===== config.mk =====
export PLATFORM = sky130hd
export DESIGN_NAME = deglitch_filter_mc
export DESIGN_NICKNAME = d
export VERILOG_FILES = /design/src/rtl/deglitch_filter_mc_pkg.sv /design/src/rtl/deglitch_filter_mc_channel.sv /design/src/rtl/deglitch_filter_mc.sv
export SDC_FILE = /design/constraint.sdc
export NUM_CORES = 1
export LEC_CHECK = 0
export CAP_MARGIN = 20
export CORE_MARGIN = 5
export CORE_UTILIZATION = 35
export DETAILED_ROUTE_END_ITERATION = 8
export PLACE_DENSITY = 0.63
export REMOVE_ABC_BUFFERS = 1
export SLEW_MARGIN = 20
export SYNTH_ARGS = -nofsm -noshare
export SYNTH_HDL_FRONTEND = slang
export SYNTH_SLANG_ARGS = --single-unit

===== constraint.sdc =====
create_clock -name clock -period 2.95 [get_ports clock]
set_clock_uncertainty 0.05 [all_clocks]
set_input_delay 0.59 -clock clock [delete_from_list [all_inputs] [get_ports clock]]
set_output_delay 0.59 -clock clock [all_outputs]
set_load 0.01 [all_outputs]

===== src/rtl/deglitch_filter_mc_pkg.sv =====
// ---------------------------------------------------------------------------
// deglitch_filter_mc_pkg
//
// Purpose:
//   Shared constants for the multi-channel glitch filter. The same defaults
//   and the minimum effective threshold are used by the filter top level, its
//   per-channel slice and the older single-bit filter bench, so they live in
//   one place.
//
// Contents:
//   DEFAULT_CHANNELS     default number of filtered lines
//   DEFAULT_CNT_W        default stability counter / threshold width
//   DEFAULT_SYNC_STAGES  default synchroniser depth per channel
//   THRESH_MIN           smallest effective threshold (a programmed 0 maps here)
// ---------------------------------------------------------------------------
package deglitch_filter_mc_pkg;

    localparam int DEFAULT_CHANNELS    = 4;
    localparam int DEFAULT_CNT_W       = 4;
    localparam int DEFAULT_SYNC_STAGES = 2;

    // A threshold of zero would mean "flip before the input has been seen",
    // which is meaningless, so the smallest usable threshold is one cycle.
    localparam int THRESH_MIN          = 1;

endpackage : deglitch_filter_mc_pkg


===== src/rtl/deglitch_filter_mc_channel.sv =====
// ---------------------------------------------------------------------------
// deglitch_filter_mc_channel
//
// Purpose:
//   One filtered line. The raw input optionally passes through a synchroniser
//   chain; the filtered output only follows the synchronised level after it
//   has differed from the output for i_teff consecutive enabled cycles.
//   Shorter excursions are dropped. A one-cycle rise or fall strobe is
//   registered on the same edge the output changes.
//
// Ports:
//   i_clk     in   1      rising-edge clock
//   i_rst_n   in   1      synchronous, active-low reset
//   i_enable  in   1      1 = counter/output advance; 0 = frozen, strobes low
//   i_teff    in   CNT_W  effective threshold, already clamped to >= 1
//   i_sig     in   1      raw (possibly asynchronous) input
//   o_sig     out  1      filtered level
//   o_rise    out  1      one-cycle pulse when o_sig goes 0->1
//   o_fall    out  1      one-cycle pulse when o_sig goes 1->0
//   o_flip    out  1      combinational: o_sig will change on the next edge
//                         (lets the parent register an aggregate strobe in
//                         step with o_rise/o_fall)
// ---------------------------------------------------------------------------
module deglitch_filter_mc_channel
    import deglitch_filter_mc_pkg::*;
#(
    parameter int CNT_W       = DEFAULT_CNT_W,
    parameter int SYNC_STAGES = DEFAULT_SYNC_STAGES,
    parameter bit RESET_VAL   = 1'b0
) (
    input  logic             i_clk,
    input  logic             i_rst_n,
    input  logic             i_enable,
    input  logic [CNT_W-1:0] i_teff,
    input  logic             i_sig,
    output logic             o_sig,
    output logic             o_rise,
    output logic             o_fall,
    output logic             o_flip
);

    logic             w_s;          // synchronised input level
    logic [CNT_W-1:0] r_cnt;        // consecutive cycles w_s has differed
    logic [CNT_W:0]   w_cnt_inc;    // r_cnt + 1, one bit wider so it never wraps
    logic             w_differs;
    logic             w_reach;
    logic             r_out;
    logic             r_rise;
    logic             r_fall;

    // -----------------------------------------------------------------------
    // Input synchroniser. It shifts every cycle, independent of i_enable, so
    // a re-enabled channel always sees a settled, current level.
    // -----------------------------------------------------------------------
    generate
        if (SYNC_STAGES == 0) begin : g_nosync
            assign w_s = i_sig;
        end else begin : g_sync
            logic [SYNC_STAGES-1:0] r_sync;

            always_ff @(posedge i_clk) begin
                if (!i_rst_n) begin
                    r_sync <= {SYNC_STAGES{RESET_VAL}};
                end else begin
                    r_sync[0] <= i_sig;
                    for (int k = 1; k < SYNC_STAGES; k++) begin
                        r_sync[k] <= r_sync[k-1];
                    end
                end
            end

            assign w_s = r_sync[SYNC_STAGES-1];
        end
    endgenerate

    // -----------------------------------------------------------------------
    // Stability compare. The increment is evaluated one bit wider than the
    // counter so that cnt = 2**CNT_W-1 cannot wrap to zero and miss the
    // threshold. Using ">=" rather than "==" makes a threshold lowered below
    // the running count take effect on the same edge.
    // -----------------------------------------------------------------------
    assign w_cnt_inc = {1'b0, r_cnt} + (CNT_W+1)'(1);
    assign w_differs = (w_s != r_out);
    assign w_reach   = (w_cnt_inc >= {1'b0, i_teff});
    assign o_flip    = i_enable & w_differs & w_reach;

    // -----------------------------------------------------------------------
    // Counter, filtered output and strobes.
    // -----------------------------------------------------------------------
    always_ff @(posedge i_clk) begin
        if (!i_rst_n) begin
            r_cnt  <= '0;
            r_out  <= RESET_VAL;
            r_rise <= 1'b0;
            r_fall <= 1'b0;
        end else begin
            // Strobes are single-cycle by default; only a flip raises one.
            r_rise <= 1'b0;
            r_fall <= 1'b0;
            if (i_enable) begin
                if (!w_differs) begin
                    r_cnt <= '0;
                end else if (!w_reach) begin
                    r_cnt <= w_cnt_inc[CNT_W-1:0];
                end else begin
                    r_out  <= w_s;
                    r_cnt  <= '0;
                    r_rise <= w_s;
                    r_fall <= ~w_s;
                end
            end
        end
    end

    assign o_sig  = r_out;
    assign o_rise = r_rise;
    assign o_fall = r_fall;

endmodule : deglitch_filter_mc_channel


===== src/rtl/deglitch_filter_mc.sv =====
// ---------------------------------------------------------------------------
// deglitch_filter_mc
//
// Purpose:
//   Multi-channel parametrised glitch filter placed between raw asynchronous
//   pins and control logic. Each channel is an independent
//   deglitch_filter_mc_channel instance; this level clamps the shared
//   threshold and registers the aggregate "changed" strobe.
//
// Ports:
//   clock    in   1         rising-edge clock
//   reset    in   1         synchronous, active-low reset
//   enable   in   1         1 = filtering advances; 0 = counters/outputs hold
//   thresh   in   CNT_W     required stable-cycle count; 0 behaves as 1
//   sig_in   in   CHANNELS  raw inputs, may be asynchronous
//   sig_out  out  CHANNELS  filtered levels
//   rise     out  CHANNELS  one-cycle pulse as sig_out[i] goes 0->1
//   fall     out  CHANNELS  one-cycle pulse as sig_out[i] goes 1->0
//   changed  out  1         OR of all rise|fall, same cycle as the strobes
//
// Latency: a step on sig_in that is stable from the first sampling edge
// appears on sig_out at edge SYNC_STAGES + max(thresh,1).
// ---------------------------------------------------------------------------
module deglitch_filter_mc
    import deglitch_filter_mc_pkg::*;
#(
    parameter int CHANNELS    = DEFAULT_CHANNELS,
    parameter int CNT_W       = DEFAULT_CNT_W,
    parameter int SYNC_STAGES = DEFAULT_SYNC_STAGES,
    parameter bit RESET_VAL   = 1'b0
) (
    input  logic                clock,
    input  logic                reset,
    input  logic                enable,
    input  logic [CNT_W-1:0]    thresh,
    input  logic [CHANNELS-1:0] sig_in,
    output logic [CHANNELS-1:0] sig_out,
    output logic [CHANNELS-1:0] rise,
    output logic [CHANNELS-1:0] fall,
    output logic                changed
);

    logic [CNT_W-1:0]    w_teff;
    logic [CHANNELS-1:0] w_flip;
    logic                r_changed;

    // Threshold is sampled every cycle, so a change takes effect immediately
    // for all channels, including ones that are mid-count.
    assign w_teff = (thresh == '0) ? CNT_W'(THRESH_MIN) : thresh;

    generate
        for (genvar g = 0; g < CHANNELS; g++) begin : g_ch
            deglitch_filter_mc_channel #(
                .CNT_W       (CNT_W),
                .SYNC_STAGES (SYNC_STAGES),
                .RESET_VAL   (RESET_VAL)
            ) u_ch (
                .i_clk    (clock),
                .i_rst_n  (reset),
                .i_enable (enable),
                .i_teff   (w_teff),
                .i_sig    (sig_in[g]),
                .o_sig    (sig_out[g]),
                .o_rise   (rise[g]),
                .o_fall   (fall[g]),
                .o_flip   (w_flip[g])
            );
        end
    endgenerate

    // "changed" is built from each channel's next-edge flip decision rather
    // than from the registered strobes, so it is itself registered yet lands
    // in the same cycle as rise/fall instead of one cycle later.
    always_ff @(posedge clock) begin
        if (!reset) begin
            r_changed <= 1'b0;
        end else begin
            r_changed <= |w_flip;
        end
    end

    assign changed = r_changed;

endmodule : deglitch_filter_mc


==> key figures <==
Status
  • Outcome: finished, final reports clean

Synth
  • Sequential area share after synthesis: 36.5%
  • Post-synth top area share: between 30% and 40%
  • Syn Area/Cell: 8.86 um2
  • Main flop type after synthesis: dfxtp_1
  • Cells taking the most area after synthesis: dfxtp_1, ha_1, buf_4
  • Combined area of all synthesized cells: between 2000 and 2500 um2
  • Proportion of register bits with asynchronous set or reset after synthesis: 0%
  • Flip-flop and latch count after synthesis: 37
  • Cells after Synth: around 230
  • Post-synth EDFFs: 0
  • Count of synthesis-stage warnings from yosys: 0
  • Synth area leader: dfxtp_1
  • Unique cell type count in the Yosys netlist: 45

Timing
  • F_max: 355 MHz
  • Worst-case setup margin in the final layout: between 0.1 and 0.15 ns
  • Unrepaired setup endpoints after global routing: no
  • Period minus WS final: 2.82 ns
  • Worst max-slew margin expressed relative to the limit: about two thirds
  • Final number of hold-violating endpoints: 0
  • Share of the cycle needed by the critical path after routing: 95.5%
  • Final Max Slew Viols: 0
  • Final setup vio count: 0
  • Slew of the pin with the lowest slew margin: 0.481 ns
  • Worst Hold Slack: 0.384 ns

Critical path
  • Launching element of the worst setup path: thresh[2]
  • CP arrival: 2.98 ns
  • Critical path fanouts, max: 6
  • Crit path max-delay cell type: clkdlybuf4s50_1
  • Critical path cell sequence: clkdlybuf4s50_1 > nor3_1 > or2_2 > ha_1 > nand2b_1 > a21oi_2 > maj3_1 > a22oi_2 > or4_1 > a21oi_1
  • Largest stage delay on the critical path: 0.51 ns
  • Req. time, crit path: ~3.1 ns
  • Kind of cell with the highest combined delay on the critical path: simple AND/OR/NAND/NOR gates
  • Startpoint class of the critical path: primary input
  • Reg-to-reg setup timing slack: approximately 0.57 ns
  • Beginning of the worst register-to-register path: g_ch[3].u_ch.r_cnt[0]$_SDFFE_PN0P_
  • Buffers and inverters on the worst path: 1
  • Category of the worst setup path capture point: register
  • Crit path kind: primary input to register

Place
  • Pre-CTS worst setup slack: -0.217 ns
  • Port buffer count: 23
  • RD Place Congestion: 0.855
  • Post-DP HPWL: 2980 um
  • Cell area after placement: 2290 um2

Flow run
  • Count of maximum capacitance violations: 0

Pwr
  • PwrDens: 407 nW/um2
  • Leak pwr: around 0.95 nW
  • Combinational fraction of design power: 8.4%
  • Peak supply drop: 254 uV
  • Design internal power: between 0.7 and 0.8 mW
  • Switching fraction of total power: 22.8%
  • Power share of the clock group: 39.3%
  • Sequential cell fraction of total power: 52.3%
  • Power spent charging and discharging nets: 0.223 mW

Final layout
  • Fin nets: between 200 and 300
  • Filler Cell Count: 559
  • Antenna cells: 0
  • Growth of design area from synthesis to finish: 18.6%
  • Post-Route Utilization: 43.1%
  • Share of cells above drive strength 1: 10.8%
  • Final instance area: 2400 um2

CTS
  • Number of CTS-inserted buffers: 5
  • Cts-stage hold buffer count: 0
  • Clock latency on the worst-skew pair: 0.28 ns
  • CTS clk-pin slew, worst paths: 0.07 ns
  • Clock root buffer: clkbuf_8
  • Maximum clock path buffer count: 2
  • Buffers inserted by post-CTS timing repair: 0
  • Number of instances resized during post-cts repair: 0
  • TritonCTS clock tree: done
  • Clk sink count: 37
  • Deepest level of the CTS H-tree: 2

Global route
  • First-pass GRT wire length: 7120 um
  • Pin count of the biggest net entering global routing: 25
  • Total grt overflow: 0
  • Overall routing resource usage: between 10% and 20%
  • Vias in the first global route: 1,575
  • Antenna violations before repair: 0

Route
  • Number of DRC markers in iteration 0: 70
  • Average wire per cell in the routed design: 12.6 um
  • Metal2 WL: around 1800 um
  • Vias per std cell: 4.98
  • Detailed-route wire length: 4070 um
  • Number of iterations in the first detailed-routing pass: 4
  • Routed Antenna Nets: 0
  • Met3 Routed Length: 178 um
  • DRC violation count after routing: 0
  • DR vias: approximately 1,600
  • Top routing layer in use: met4
  • Met1 wire length: just over 2000 um

Floorplanning
  • Die extent in x: roughly 86 um
  • Number of core rows: 27
  • Num ports: 24
  • Floorplan die height: 86.1 um
  • Initial Util: 36.4%
  • Die Footprint: 7420 um2
  • Placeable core area: 5570 um2

Worst hold path
  • Classification of the worst-slack hold path: register to register
  • Startpoint of the lowest-slack hold path: g_ch[1].u_ch.g_sync.r_sync[0]$_SDFF_PN0_
[power by group through the flow]
stage                     clock network [mW]  logic [mW]  registers, mW
after CTS                              0.400      0.0821          0.511
after detailed placement                   0      0.0816          0.523
after global routing                   0.418      0.0919          0.513
final                                  0.385      0.0821          0.511
after global placement                     0      0.0802          0.523
after floorplan                            0      0.0373          0.522
[cell usage after synthesis, types with 2 or more instances]
cell type  instances
dfxtp_1           37
nand2_1           24
ha_1              13
nor2_1            13
buf_4             12
a21oi_1           10
and2_1             9
nor2b_1            9
nand3_1            8
xor2_1             8
inv_1              7
clkbuf_1           5
mux2i_1            5
nand2b_1           5
nor3_1             5
nor4_1             5
o21a_1             5
o21ai_1            5
a211o_1            3
a21o_1             3
a22oi_2            3
maj3_1             3
or3_1              3
or4_1              3
xnor2_1            3
a21boi_1           2
and3_1             2
o41a_1             2
[flip-flops by register name, summed over array words and instances (netlist names)]
register / cells
changed: 1
g_ch.u_ch.g_sync.r_sync: 8
g_ch.u_ch.o_fall: 4
g_ch.u_ch.o_rise: 4
g_ch.u_ch.o_sig: 4
g_ch.u_ch.r_cnt: 16
[kinds of logic (layout without fill, tap and decap cells)]
group,Yosys count,in the layout,synth area share [%]
AND/OR/NAND/NOR,90,90,22.7
buffers and inverters,26,47,7.09
multiplexers,6,6,3.02
adder cells (fa/ha/maj),17,17,10.1
AO/OA/AOI/OAI,41,41,15.1
XOR/XNOR,12,12,5.55
flip-flops,37,37,36.5
[routing by layer]
layer	up-vias	GRT usage (%)
met2	25	18.8
met4	0	4.46
met1	739	15.1
met3	4	3.84
met5	-	0
li1	834	-
[metrics by stage]
step           std cells  setup TNS [ns]  power [mW]
2_1_floorplan        211               0       0.560
4_1_cts              322               0       0.994
3_3_place_gp         314          -0.890       0.603
3_5_place_dp         314           -1.70       0.605
5_1_grt              322               0        1.02
6_report             322               0       0.979
[worst reg2reg max path, delay by kind of cell, from the launching register on]
family / cells / cell delay (ns)
DFF: 1 / 0.41
buffers and inverters: 1 / 0.15
xor gates and xnor gates: 1 / 0.19
adders and majority gates: 3 / 0.75
AOI/OAI and AO/OA: 5 / 0.71
[worst paths after layout]
check	end	depth (start not counted)
worst max-delay path	g_ch[0].u_ch.r_cnt[0]$_SDFFE_PN0P_	10
worst min-delay path	g_ch[1].u_ch.g_sync.r_sync[1]$_SDFF_PN0_	1
worst max register to register	changed$_SDFF_PN0_	10
worst min register to register	g_ch[1].u_ch.g_sync.r_sync[1]$_SDFF_PN0_	1
[area by class of cell]
cell class                 count  area, um2  share of cell area (%)
timing repair buffer          31        290                    12.1
inverter                       8       30.0                    1.25
tap                           72       90.1                    3.75
sequential                    37        741                    30.8
multi-input combinational    166       1150                    47.9
clock inverter                 1       5.00                   0.208
clock buffer                   7       96.3                    4.01
[cell usage in the layout, fill, tap and decap left out, types with 2 or more instances in the layout]
master / instances
xor2_1: 8
o41a_1: 2
a211o_1: 3
o21ai_1: 5
and2_1: 9
buf_4: 8
clkbuf_8: 7
nand2_1: 24
nand3_1: 8
a22oi_2: 3
nor2b_1: 9
o21a_1: 5
dfxtp_1: 37
nor4_1: 5
ha_1: 13
or3_1: 3
or4_1: 3
mux2i_1: 5
nor2_1: 13
inv_1: 7
xnor2_1: 3
clkdlybuf4s50_1: 23
nand2b_1: 5
a21o_1: 3
a21oi_2: 2
a21boi_1: 2
a21oi_1: 9
nor3_1: 5
maj3_1: 3
and3_1: 2
Note: power is estimated with default switching activity, not from simulation.
